`config.mk`:
```
export PLATFORM = sky130hd
export DESIGN_NAME = encode_8b10b_lanes
export DESIGN_NICKNAME = d
export VERILOG_FILES = /design/src/rtl/encode_8b10b_pkg.sv /design/src/rtl/encode_8b10b_lane.sv /design/src/rtl/encode_8b10b_lanes.sv
export SDC_FILE = /design/constraint.sdc
export NUM_CORES = 1
export LEC_CHECK = 0
export ABC_AREA = 1
export CAP_MARGIN = 5
export CORE_MARGIN = 5
export CORE_UTILIZATION = 55
export DETAILED_ROUTE_END_ITERATION = 16
export HOLD_SLACK_MARGIN = 0.03
export PLACE_DENSITY_LB_ADDON = 0.1
export SYNTH_ARGS = -nofsm -noshare
export SYNTH_HDL_FRONTEND = slang
export SYNTH_SLANG_ARGS = --single-unit
```
`constraint.sdc`:
```
create_clock -name clk -period 13.7 [get_ports clk]
set_input_delay 1.37 -clock clk [delete_from_list [all_inputs] [get_ports clk]]
set_output_delay 1.37 -clock clk [all_outputs]
set_load 0.01 [all_outputs]
```
`src/rtl/encode_8b10b_pkg.sv`:
```
// Shared constants for the lane-parallel 8b/10b encoder: sub-block code tables
// (negative running disparity forms), legal control bytes and bit-order helpers.
package encode_8b10b_pkg;

   localparam logic [7:0] K28_5  = 8'hBC;
   localparam logic       RD_NEG = 1'b0;
   localparam logic       RD_POS = 1'b1;

   localparam int N_LEGAL_K = 12;
   localparam logic [7:0] LEGAL_K [N_LEGAL_K] = '{
      8'h1C, 8'h3C, 8'h5C, 8'h7C, 8'h9C, 8'hBC, 8'hDC, 8'hFC,
      8'hF7, 8'hFB, 8'hFD, 8'hFE
   };

   // abcdei, a in the MSB, indexed by EDCBA
   localparam logic [5:0] CODE_6B [32] = '{
      6'b100111, 6'b011101, 6'b101101, 6'b110001, 6'b110101, 6'b101001, 6'b011001, 6'b111000,
      6'b111001, 6'b100101, 6'b010101, 6'b110100, 6'b001101, 6'b101100, 6'b011100, 6'b010111,
      6'b011011, 6'b100011, 6'b010011, 6'b110010, 6'b001011, 6'b101010, 6'b011010, 6'b111010,
      6'b110011, 6'b100110, 6'b010110, 6'b110110, 6'b001110, 6'b101110, 6'b011110, 6'b101011
   };
   localparam logic [5:0] CODE_K28_6B = 6'b001111;

   // fghj, f in the MSB, indexed by HGF; entry 7 is the primary P7 form
   localparam logic [3:0] CODE_4B [8] = '{
      4'b1011, 4'b1001, 4'b0101, 4'b1100, 4'b1101, 4'b1010, 4'b0110, 4'b1110
   };
   localparam logic [3:0] CODE_A7_4B = 4'b0111;
   // K28.y fghj when the character starts at RD-; the whole sub-block flips at RD+
   localparam logic [3:0] CODE_K28_4B [8] = '{
      4'b0100, 4'b1001, 4'b0101, 4'b0011, 4'b0010, 4'b1010, 4'b0110, 4'b1000
   };

   function automatic logic is_legal_k(input logic [7:0] b);
      logic hit;
      hit = 1'b0;
      for (int i = 0; i < N_LEGAL_K; i++)
         if (b == LEGAL_K[i]) hit = 1'b1;
      return hit;
   endfunction

   function automatic logic [5:0] rev6(input logic [5:0] v);
      return {v[0], v[1], v[2], v[3], v[4], v[5]};
   endfunction

   function automatic logic [3:0] rev4(input logic [3:0] v);
      return {v[0], v[1], v[2], v[3]};
   endfunction

endpackage

```
`src/rtl/encode_8b10b_lane.sv`:
```
// Combinational single-byte 8b/10b encoder; RD in, RD out, so lanes chain in order.
module encode_8b10b_lane
   import encode_8b10b_pkg::*;
(
   input  logic [7:0] octet,
   input  logic       k,
   input  logic       rd_in,
   output logic [9:0] code,
   output logic       rd_next,
   output logic       k_err
);

   logic [4:0] x;
   logic [2:0] y;
   logic       k_ok;
   logic       k28;
   logic       a7;
   logic       rd_mid;
   logic [5:0] abcdei;
   logic [3:0] fghj;

   always_comb begin
      x      = octet[4:0];
      y      = octet[7:5];
      k_ok   = k && is_legal_k(octet);
      k28    = k_ok && (x == 5'd28);
      k_err  = k && !k_ok;

      abcdei = k28 ? CODE_K28_6B : CODE_6B[x];
      // D.7 has a balanced count yet still takes its complement at RD+
      if (rd_in == RD_POS && ($countones(abcdei) != 3 || x == 5'd7))
         abcdei = ~abcdei;
      rd_mid = rd_in ^ ($countones(abcdei) != 3);

      a7 = (rd_mid == RD_NEG && (x == 5'd17 || x == 5'd18 || x == 5'd20)) ||
           (rd_mid == RD_POS && (x == 5'd11 || x == 5'd13 || x == 5'd14));
      if (k28) begin
         fghj = (rd_in == RD_NEG) ? CODE_K28_4B[y] : ~CODE_K28_4B[y];
      end else begin
         fghj = (y == 3'd7 && (k_ok || a7)) ? CODE_A7_4B : CODE_4B[y];
         if (rd_mid == RD_POS && ($countones(fghj) != 2 || y == 3'd3))
            fghj = ~fghj;
      end
      rd_next = rd_mid ^ ($countones(fghj) != 2);

      code = {rev4(fghj), rev6(abcdei)};
   end

endmodule

```
`src/rtl/encode_8b10b_lanes.sv`:
```
// Streaming multi-lane 8b/10b encoder: valid/ready in and out, one output register,
// running disparity chained lane to lane and beat to beat, optional K28.5 idle fill.
module encode_8b10b_lanes
   import encode_8b10b_pkg::*;
#(
   parameter int LANES     = 2,
   parameter int IDLE_FILL = 1,
   parameter int ERR_W     = 16
) (
   input  logic                  clk,
   input  logic                  rst,
   input  logic [8*LANES-1:0]    s_data,
   input  logic [LANES-1:0]      s_k,
   input  logic                  s_rd_clear,
   input  logic                  s_valid,
   output logic                  s_ready,
   output logic [10*LANES-1:0]   m_data,
   output logic                  m_fill,
   output logic                  m_valid,
   input  logic                  m_ready,
   output logic                  rd_out,
   output logic                  code_err,
   output logic [ERR_W-1:0]      err_count
);

   function automatic logic [ERR_W-1:0] sat_inc(input logic [ERR_W-1:0] v);
      return (&v) ? v : v + 1'b1;
   endfunction

   logic                  load_src;
   logic                  load_fill;
   logic [LANES:0]        rd_chain_p0;
   logic [10*LANES-1:0]   code_p0;
   logic [LANES-1:0]      k_err_p0;

   logic [10*LANES-1:0]   data_p1;
   logic                  vld_p1;
   logic                  fill_p1;
   logic                  rd_p1;
   logic                  err_p1;
   logic [ERR_W-1:0]      err_cnt_p1;

   assign s_ready   = !vld_p1 || m_ready;
   assign load_src  = s_valid && s_ready;
   assign load_fill = (IDLE_FILL != 0) && !s_valid && s_ready;

   // p0: lane encoders, lane 0 seeded from the registered RD unless cleared
   assign rd_chain_p0[0] = (load_src && s_rd_clear) ? RD_NEG : rd_p1;

   for (genvar i = 0; i < LANES; i++) begin : g_lane
      logic [7:0] octet_p0;
      logic       k_p0;
      assign octet_p0 = s_valid ? s_data[8*i +: 8] : K28_5;
      assign k_p0     = s_valid ? s_k[i] : 1'b1;

      encode_8b10b_lane u_lane (
         .octet   (octet_p0),
         .k       (k_p0),
         .rd_in   (rd_chain_p0[i]),
         .code    (code_p0[10*i +: 10]),
         .rd_next (rd_chain_p0[i+1]),
         .k_err   (k_err_p0[i])
      );
   end

   // p1: output register, held while the sink stalls
   always_ff @(posedge clk) begin
      if (rst) begin
         vld_p1     <= 1'b0;
         data_p1    <= '0;
         fill_p1    <= 1'b0;
         rd_p1      <= RD_NEG;
         err_p1     <= 1'b0;
         err_cnt_p1 <= '0;
      end else begin
         err_p1 <= 1'b0;
         if (load_src || load_fill) begin
            vld_p1  <= 1'b1;
            data_p1 <= code_p0;
            fill_p1 <= load_fill;
            rd_p1   <= rd_chain_p0[LANES];
            if (load_src && |k_err_p0) begin
               err_p1     <= 1'b1;
               err_cnt_p1 <= sat_inc(err_cnt_p1);
            end
         end else if (m_ready) begin
            vld_p1 <= 1'b0;
         end
      end
   end

   assign m_valid   = vld_p1;
   assign m_data    = data_p1;
   assign m_fill    = fill_p1;
   assign rd_out    = rd_p1;
   assign code_err  = err_p1;
   assign err_count = err_cnt_p1;

endmodule

```
==> qor.csv, run 1 <==
stage,metric,value,unit
routing,Final ANT Viol Nets,0,
sta,Tmin final,12.39,ns
routing,DRC,0,
grt,first-pass GRT wire length,17770,um
synthesis,Netlist cell types,49,
sta,setup TNS,0,ns
die,Initial Utilization,56.60,%
pwr,Cell Pwr Density,186.0,mW/mm2
sta,hold slack,0.5024,ns
pwr,Static Leak,2.287,nW
routing,initial drt markers,292,
run,max-cap check violation count,0,
synthesis,top cell type by total area after synthesis,dfxtp_1,
routing,drt pass-1 iters,5,
critical_path,crit path kind,in2reg,
critical_path,Reg2Reg Depth,51,
cts,hold buffer count at cts,0,
critical_path,Critical Path Max Stage Delay,0.56,ns
routing,drt wl/cell,13.84,um
sta,Fmax achieved,80.70,MHz
sta,RSZ-0062 raised after global routing,false,
synthesis,"Avg Cell Area, Syn",6.621,um2
cells_and_area,layout cells sized above 1,6.324,%
cts,Worst-Skew Late Latency,0.30,ns
cts,clock root buffer,clkbuf_8,
outcome,status,"finished, final reports clean",
grt,total congestion overflow,0,
die,Core Box Area,0.007253,mm2
synthesis,Syn Inst Count,620,
critical_path,largest fanout on the critical path,12,
placement,DP HPWL,8783,um
cells_and_area,Syn-to-layout area delta,19.14,%
synthesis,"FF+latch count, synth",40,
cells_and_area,ANT cells,0,
placement,IO Port Bufs,63,
hold_path,type of the most critical hold path,reg2reg,
die,full die area,0.009292,mm2
routing,WL final,10780,um
synthesis,top post-synthesis cells by area,"dfxtp_1 20%, ha_1 12%, nand2_1 12%",
synthesis,Syn. warnings,0,
placement,Placed Area,0.004795,mm2
sta,Final setup viols,0,
cts,cts repair resizes,0,
die,die span in y,96.40,um
cts,Num CTS Buffers,5,
sta,Least-Margin Pin Slew,0.7759,ns
cells_and_area,final std cells w/o fill,779,
synthesis,register area share after synthesis,19.51,%
critical_path,critical path endpoint category,flip-flop,
grt,vias in the first global route,3920,
sta,Hold Fails Final Rpt,0,
grt,initial antenna violation count,0,
synthesis,Synth Flop Type,dfxtp_1,
cts,CTS tree,done,
sta,Clock Skew,0.01052,ns
routing,vias,4227,
synthesis,share of the synthesized area in the top cell type,19.51,%
cells_and_area,final layout net count,751,
cts,htree depth,2,
placement,GP Congestion,0.9582,
synthesis,Post-synth EDFFs,0,
cts,"CTS clk-pin slew, worst paths",0.08,ns
synthesis,Post-Syn Nets,692,
sta,fin crit share,90.45,%
cts,"Setup Fix Bufs, Post-CTS",0,
critical_path,most frequent CP cell,nand2_1,
die,# rows,31,
placement,placed cell count,771,
die,die width,96.40,um
sta,"Slew Viols, Final",0,
hold_path,Hold Crit Depth,2,
routing,Avg Vias per Cell,5.426,
pwr,VDD IR max,0.0001288,V
cts,clk sink count,40,
cts,Max Root-Sink Buffers,2,
critical_path,crit path DAT,12.59,ns
die,IO Count,64,
critical_path,CP Launch Type,input pin,
synthesis,Synth async-reset ratio,0,%
grt,largest net degree at the start of global routing,43,
synthesis,synthesized area,0.004105,mm2
cells_and_area,post-route design area,0.004891,mm2
sta,Slew HR,48.08,%
critical_path,FF-to-FF setup slack,4.75,ns
critical_path,Critical Path RT,13.90,ns
grt,GRT Total Usage,23.79,%
critical_path,Worst path slowest cell,dlymetal6s2s_1,
-- per-layer routing --
metal / vias to the layer above / routed length (um) / share of wire [%] / GRT usage, %
li1: 2140 / - / - / -
met1: 1914 / 4687 / 43 / 29.82
met2: 146 / 5150 / 48 / 41.29
met3: 27 / 604 / 5.6 / 3.796
met4: 0 / 339 / 3.1 / 8.294
met5: - / 0 / 0 / 0
-- per-stage QoR --
step	utilization, %	setup slack [ns]	total power [mW]
floorplan	-	2.782	0.6595
global placement	66.10	1.171	0.7933
detailed placement	66.10	0.6872	0.8242
CTS	67.40	0.9749	0.9140
global route	67.43	0.2952	1.016
finish	67.43	1.308	0.9095
-- critical path, delay by kind of cell --
family | cells | cell delay [ns]
simple gates | 30 | 3.69
xor+xnor | 3 | 0.64
compound gates | 7 | 1.10
buf+inv | 9 | 1.25
fa+ha+maj | 14 | 4.56
-- final cells by class --
type,count,area [um2]
clock buffers,7,86.33
inverters,104,390.4
fillers,701,2362
flip-flops and latches,40,800.8
multi-input cells,464,2841
clock inverters,1,7.507
well taps,99,123.9
repair buffers,64,640.6
-- flip-flops by register name, summed over array words and instances (netlist names) --
register and count:
err_count 16, rd_out 1, code_err 1, m_fill 1
m_data 20, m_valid 1
-- cell usage in the layout (no fill, tap or decap), types with 3 or more instances in the layout --
cell type        instances
o21ai_1                  6
nand2_1                130
nor3_1                  12
inv_2                    8
nand3_1                 38
o2111ai_1                4
o21bai_1                 5
o211ai_1                10
clkdlybuf4s50_1         62
and3_1                   3
a21oi_1                 35
clkbuf_8                 6
nand2_4                  6
nor2_2                   4
fa_1                     8
ha_1                    41
xnor2_1                  9
o22ai_1                  5
nand2_2                  5
nand4_1                  3
xor2_1                  14
o21ai_0                 50
nor2_1                  49
dfxtp_1                 40
inv_1                   96
nor4_1                   3
-- where the power goes --
group	switching, mW	internal [mW]	total [mW]
Combinational	0.393	0.280	0.673
Clock	0.0418	0.0410	0.0828
Sequential	0.0140	0.140	0.154
Total	0.449	0.460	0.909
-- cell families after synthesis --
group | synth area share, %
AND/OR/NAND/NOR | 29.66
flip-flops | 19.51
buffers and inverters | 11.28
AO/OA/AOI/OAI | 18.26
adder cells (fa/ha/maj) | 16.40
XOR/XNOR | 4.907
-- final timing paths --
check	from	to
worst max register to register	m_valid	rd_out
worst max-delay path	s_valid	rd_out
worst min register to register	err_count[13]	err_count[13]
worst min-delay path	err_count[13]	err_count[13]
-- synthesized netlist by cell type (2+ instances only) --
cell,n
inv_2,8
nor4_1,3
nand2_4,6
ha_1,41
and3_1,3
nor3_1,12
xor2_1,14
nand3_2,2
or2_1,2
o211ai_1,10
fa_1,8
nand4_1,3
a21oi_1,35
o2111ai_1,4
o22ai_1,5
dfxtp_1,40
o21ai_0,50
o21ai_1,6
nor2_2,4
clkbuf_1,6
inv_1,96
nand3_1,38
nor2_4,2
nand2_2,5
o21a_1,2
nor2_1,49
o21bai_1,5
buf_6,3
nand2_1,130
xnor2_1,9
Note: power is estimated with default switching activity, not from simulation.
==> inputs of run 2 (changes only) <==
- CORE_UTILIZATION: 55 -> 33
- SKIP_LAST_GASP: not set -> 1
==> qor.csv, run 2 (synthesis gave the netlist of run 1 again) <==
stage,metric,value,unit,change
die,die span in y,121.5,um,was 96.40 um
die,Core Box Area,0.01211,mm2,was 0.007253 mm2
cts,htree depth,2,,unchanged
cells_and_area,ANT cells,0,,unchanged
hold_path,HP Start,m_data[3],,was err_count[13]
pwr,Static Leak,2.318,nW,was 2.287 nW
cells_and_area,max reg flops,20,,unchanged
sta,Least-Margin Pin Slew,0.8025,ns,was 0.7759 ns
hold_path,Hold Path Sink,m_data[3],,was err_count[13]
cells_and_area,register area,800.8,um2,unchanged
cells_and_area,most frequent cells in the layout,"130 x nand2_1, 96 x inv_1, 63 x clkdlybuf4s50_1",,"was 130 x nand2_1, 96 x inv_1, 62 x clkdlybuf4s50_1"
sta,Clock Skew,0.01111,ns,was 0.01052 ns
critical_path,FF-to-FF setup slack,4.84,ns,was 4.75 ns
cts,clk sink count,40,,unchanged
cts,hold buffer count at cts,0,,unchanged
critical_path,Critical Path Max Stage Delay,0.70,ns,was 0.56 ns
die,die width,121.5,um,was 96.40 um
routing,DRC,0,,unchanged
critical_path,crit path kind,in2reg,,unchanged
die,# rows,40,,was 31
sta,fin crit share,91.46,%,was 90.45%
sta,RSZ-0062 raised after global routing,false,,unchanged
routing,Final ANT Viol Nets,0,,unchanged
cts,Max Root-Sink Buffers,2,,unchanged
cts,cts repair resizes,0,,unchanged
die,Initial Utilization,33.89,%,was 56.60%
critical_path,critical path endpoint category,flip-flop,,unchanged
routing,drt pass-1 iters,4,,was 5
cts,"Setup Fix Bufs, Post-CTS",0,,unchanged
pwr,Cell Pwr Density,190.4,mW/mm2,was 186.0 mW/mm2
critical_path,most frequent CP cell,nand2_1,,unchanged
pwr,VDD IR max,0.0001165,V,was 0.0001288 V
critical_path,CP Launch Type,input pin,,unchanged
cells_and_area,Fill cells,1344,,was 701
placement,"worst slack, placed",0.8945,ns,was 0.6872 ns
grt,total congestion overflow,0,,unchanged
cts,Worst-Skew Late Latency,0.28,ns,was 0.30 ns
cells_and_area,layout cells sized above 1,6.608,%,was 6.324%
critical_path,largest fanout on the critical path,8,,was 12
cts,Num CTS Buffers,5,,unchanged
hold_path,type of the most critical hold path,reg2reg,,unchanged
cells_and_area,final layout net count,752,,was 751
critical_path,Crit Reg-Reg Startpoint,m_valid,,unchanged
sta,Tmin final,12.53,ns,was 12.39 ns
outcome,status,"finished, final reports clean",,unchanged
sta,Slew HR,46.30,%,was 48.08%
sta,Final setup viols,0,,unchanged
sta,setup TNS,0,ns,unchanged
cells_and_area,final std cells w/o fill,849,,was 779
critical_path,crit path DAT,12.71,ns,was 12.59 ns
grt,busiest grt layer,met2,,unchanged
cts,"CTS clk-pin slew, worst paths",0.06,ns,was 0.08 ns
routing,drt wl/cell,13.48,um,was 13.84 um
cells_and_area,fin util,41.78,%,was 67.43%
placement,DP HPWL,9359,um,was 8783 um
routing,initial drt markers,175,,was 292
cells_and_area,"commonest non-fill, non-tap cell in the layout",nand2_1,,unchanged
grt,met3 global-route usage,2.321,%,was 3.796%
die,IO Count,64,,unchanged
sta,Hold Fails Final Rpt,0,,unchanged
grt,initial antenna violation count,0,,unchanged
grt,first-pass GRT wire length,19370,um,was 17770 um
cells_and_area,Syn-to-layout area delta,23.26,%,was 19.14%
routing,vias,4061,,was 4227
pwr,Total Power,0.9632,mW,was 0.9095 mW
die,full die area,0.01477,mm2,was 0.009292 mm2
grt,vias in the first global route,4011,,was 3920
sta,"Slew Viols, Final",0,,unchanged
placement,placed cell count,841,,was 771
grt,GRT met2 Usage,27.88,%,was 41.29%
critical_path,Worst path slowest cell,clkdlybuf4s50_1,,was dlymetal6s2s_1
cells_and_area,Multi-input gate area,0.002841,mm2,unchanged
routing,Avg Vias per Cell,4.783,,was 5.426
cts,clock root buffer,clkbuf_16,,was clkbuf_8
routing,WL final,11450,um,was 10780 um
grt,grt met1 use,20.66,%,was 29.82%
run,max-cap check violation count,0,,unchanged
critical_path,Critical Path RT,13.88,ns,was 13.90 ns
sta,Fmax achieved,79.81,MHz,was 80.70 MHz
cts,CTS tree,done,,unchanged
placement,IO Port Bufs,63,,unchanged
grt,largest net degree at the start of global routing,43,,unchanged
grt,GRT Total Usage,15.90,%,was 23.79%
hold_path,Hold Crit Depth,2,,unchanged
critical_path,R2R Path End,rd_out,,unchanged
critical_path,Reg2Reg Depth,48,,was 51
placement,GP Congestion,0.9150,,was 0.9582
sta,Setup WS post-layout,1.171,ns,was 1.308 ns
run 2: changes by cell type in the layout (fill, tap and decap cells not counted), sizes merged:
cell	delta
clkbuf	-2
bufinv	+1
dlymetal6s2s	-1
inv	+1
clkdlybuf4s50	+1
buf	+1
run 2: stage by stage:
stage / instance area, um2 / hold slack (ns)
after detailed placement: 4888 / 0.4882
after floorplan: 4105 / 0.5110
after CTS: 5060 / 0.5048
final: 5060 / 0.4992
after global routing: 5060 / 0.5275
after global placement: 4888 / 0.4846
run 2: layout make-up:
cell class / count / area share, %
Multi-Input combinational cell: 464 / 56.16
Inverter: 104 / 7.715
Clock buffer: 5 / 2.473
Clock inverter: 3 / 0.9149
Timing Repair Buffer: 65 / 12.76
Sequential cell: 40 / 15.83
Tap cell: 168 / 4.154
run 2: power by group:
part | total [mW] | internal, mW | switching, mW
clock network | 0.137 | 0.0866 | 0.0508
logic | 0.671 | 0.280 | 0.391
registers | 0.155 | 0.140 | 0.0150
total | 0.963 | 0.506 | 0.457
run 2: worst max-delay path, delay by kind of cell:
family                   cells  cell delay (ns)
buffers and inverters       10             1.63
AND/OR/NAND/NOR             28             3.45
adder cells (fa/ha/maj)     14             4.62
AO/OA/AOI/OAI                8             1.35
XOR/XNOR                     2             0.29
run 2: routing by layer:
layer,vias to the layer above,part of all wire (%)
met1,1853,46
li1,2138,-
met4,0,1.3
met2,62,48
met3,8,3.9
met5,-,0
run 2: worst max-delay path by stage:
| stage | from | end | cells after the start |
|---|---|---|---|
| after floorplan | s_valid | rd_out | 61 |
| after global placement | s_valid | rd_out | 62 |
| after detailed placement | s_valid | rd_out | 61 |
| after CTS | s_valid | rd_out | 61 |
| after global routing | s_valid | rd_out | 64 |
| final | s_valid | rd_out | 62 |
==> inputs of run 3 (changes only) <==
- CORE_MARGIN: 5 -> not set
==> qor.csv, run 3 (synthesis gave the netlist of run 1 again) <==
stage,metric,value,unit,change
pwr,Psw,0.4576,mW,was 0.4573 mW
cells_and_area,post-route design area,0.005062,mm2,was 0.005060 mm2
placement,DP HPWL,8667,um,was 9359 um
cells_and_area,"commonest non-fill, non-tap cell in the layout",nand2_1,,unchanged
critical_path,crit path kind,in2reg,,unchanged
cells_and_area,most frequent cells in the layout,"130 x nand2_1, 96 x inv_1, 62 x clkdlybuf4s50_1",,"was 130 x nand2_1, 96 x inv_1, 63 x clkdlybuf4s50_1"
cts,hold buffer count at cts,0,,unchanged
run,max-cap check violation count,0,,unchanged
cells_and_area,Multi-input gate area,0.002841,mm2,unchanged
sta,Slew HR,41.77,%,was 46.30%
sta,Tmin final,12.51,ns,was 12.53 ns
outcome,status,"finished, final reports clean",,unchanged
hold_path,type of the most critical hold path,reg2reg,,unchanged
cts,clk sink count,40,,unchanged
pwr,power share of the clock group,14.5,%,was 14.3%
cts,"Setup Fix Bufs, Post-CTS",0,,unchanged
critical_path,largest fanout on the critical path,12,,was 8
cts,Worst-Skew Late Latency,0.30,ns,was 0.28 ns
cells_and_area,Syn-to-layout area delta,23.32,%,was 23.26%
sta,Final setup viols,0,,unchanged
pwr,sw frac,47.47,%,about the same
cts,CTS tree,done,,unchanged
critical_path,Crit Reg-Reg Startpoint,m_valid,,unchanged
grt,initial antenna violation count,0,,unchanged
critical_path,Worst path slowest cell,dlymetal6s2s_1,,was clkdlybuf4s50_1
die,IO Count,64,,unchanged
die,die span in y,113.5,um,was 121.5 um
cts,"CTS clk-pin slew, worst paths",0.06,ns,about the same
pwr,Total Power,0.9641,mW,was 0.9632 mW
pwr,internal power,0.5065,mW,was 0.5059 mW
critical_path,Critical Path RT,13.89,ns,was 13.88 ns
pwr,VDD IR max,0.00008475,V,was 0.0001165 V
die,full die area,0.01289,mm2,was 0.01477 mm2
die,Core Box Area,0.01206,mm2,was 0.01211 mm2
sta,setup TNS,0,ns,unchanged
grt,vias in the first global route,3910,,was 4011
routing,Avg Vias per Cell,4.777,,was 4.783
pwr,Cell Pwr Density,190.4,mW/mm2,about the same
sta,"Slew Viols, Final",0,,unchanged
routing,initial drt markers,214,,was 175
cells_and_area,ANT cells,0,,unchanged
critical_path,CP startpoint,s_valid,,unchanged
critical_path,FF-to-FF setup slack,4.88,ns,was 4.84 ns
grt,first-pass GRT wire length,18020,um,was 19370 um
sta,fin crit share,91.33,%,was 91.46%
grt,total congestion overflow,0,,unchanged
cts,htree depth,2,,unchanged
cts,Num CTS Buffers,5,,unchanged
routing,WL final,10790,um,was 11450 um
critical_path,crit path DAT,12.70,ns,was 12.71 ns
placement,placed cell count,841,,unchanged
pwr,combinational power share,69.6,%,was 69.7%
cells_and_area,final std cells w/o fill,849,,unchanged
placement,Placed Area,0.004888,mm2,unchanged
sta,Clock Skew,0.01112,ns,was 0.01111 ns
pwr,Static Leak,2.328,nW,was 2.318 nW
cells_and_area,max reg flops,20,,unchanged
placement,IO Port Bufs,63,,unchanged
cts,Max Root-Sink Buffers,2,,unchanged
placement,"worst slack, placed",0.5227,ns,was 0.8945 ns
sta,RSZ-0062 raised after global routing,false,,unchanged
sta,Setup WS post-layout,1.188,ns,was 1.171 ns
cells_and_area,register area,800.8,um2,unchanged
routing,vias,4056,,was 4061
critical_path,critical path endpoint category,flip-flop,,unchanged
die,die width,113.5,um,was 121.5 um
die,# rows,40,,unchanged
cells_and_area,final layout net count,752,,unchanged
sta,Least-Margin Pin Slew,0.8721,ns,was 0.8025 ns
die,Initial Utilization,34.04,%,was 33.89%
cells_and_area,layout cells sized above 1,6.608,%,unchanged
cells_and_area,Fill cells,1287,,was 1344
hold_path,HP Start,m_data[14],,was m_data[3]
routing,Final ANT Viol Nets,0,,unchanged
pwr,register share of total power,15.9,%,was 16.1%
routing,drt wl/cell,12.70,um,was 13.48 um
grt,GRT Total Usage,17.45,%,was 15.90%
grt,largest net degree at the start of global routing,43,,unchanged
cts,clock root buffer,clkbuf_16,,unchanged
sta,Hold Fails Final Rpt,0,,unchanged
routing,DRC,0,,unchanged
critical_path,most frequent CP cell,nand2_1,,unchanged
critical_path,CP Launch Type,input pin,,unchanged
placement,GP Congestion,0.9187,,was 0.9150
critical_path,Critical Path Max Stage Delay,0.65,ns,was 0.70 ns
routing,drt pass-1 iters,4,,unchanged
sta,Fmax achieved,79.92,MHz,was 79.81 MHz
==> run 3: cell count changes in the layout (fill, tap and decap cells not counted), sizes merged <==
cell,change
clkdlybuf4s50,-1
dlymetal6s2s,+1
==> run 3: per-layer routing <==
metal / wire length [um] / up-vias / share of wire [%] / track usage [%]
li1: - / 2135 / - / -
met1: 5123 / 1807 / 47 / 22.16
met2: 5006 / 99 / 46 / 30.08
met3: 442 / 15 / 4.1 / 2.604
met4: 214 / 0 / 2.0 / 5.965
met5: 0 / - / 0 / 0
==> run 3: worst paths after layout <==
| kind | cells past startpoint | to |
|---|---|---|
| setup / recovery | 62 | rd_out |
| hold / removal | 2 | m_data[14] |
| setup reg to reg | 50 | rd_out |
| hold reg to reg | 2 | m_data[14] |
==> run 3: layout make-up <==
cell class	count	area share, %
clock buffer	5	2.472
multi-input combinational	464	56.13
clock inverter	3	0.9145
sequential	40	15.82
inverter	104	7.711
tap	168	4.152
timing repair buffer	65	12.80
==> run 3: what timing repair did <==
| item | CTS | global route |
|---|---|---|
| resized for setup | 0 | 1 |
| endpoints found under the hold margin | 0 | 0 |
| endpoints found under the setup margin | 0 | 1 |
==> run 3: through the flow <==
| step | hold WS (ns) | utilization [%] |
|---|---|---|
| CTS | 0.5105 | 41.95 |
| finish | 0.4996 | 41.97 |
| global route | 0.5368 | 41.97 |
| floorplan | 0.5110 | - |
| global placement | 0.4836 | 40.53 |
| detailed placement | 0.4886 | 40.53 |
==> run 3: power by group through the flow <==
stage | registers, mW | logic (mW) | clock network [mW]
6_report | 0.153 | 0.671 | 0.140
5_1_grt | 0.156 | 0.776 | 0.149
4_1_cts | 0.154 | 0.677 | 0.145
3_5_place_dp | 0.156 | 0.672 | 0
3_3_place_gp | 0.156 | 0.655 | 0
2_1_floorplan | 0.163 | 0.496 | 0
==> run 3: critical path: cells and delay by family <==
| family | cells | cell delay (ns) |
|---|---|---|
| XOR/XNOR | 2 | 0.37 |
| buffers and inverters | 9 | 1.34 |
| adder cells (fa/ha/maj) | 14 | 4.57 |
| AND/OR/NAND/NOR | 29 | 3.68 |
| AO/OA/AOI/OAI | 8 | 1.35 |
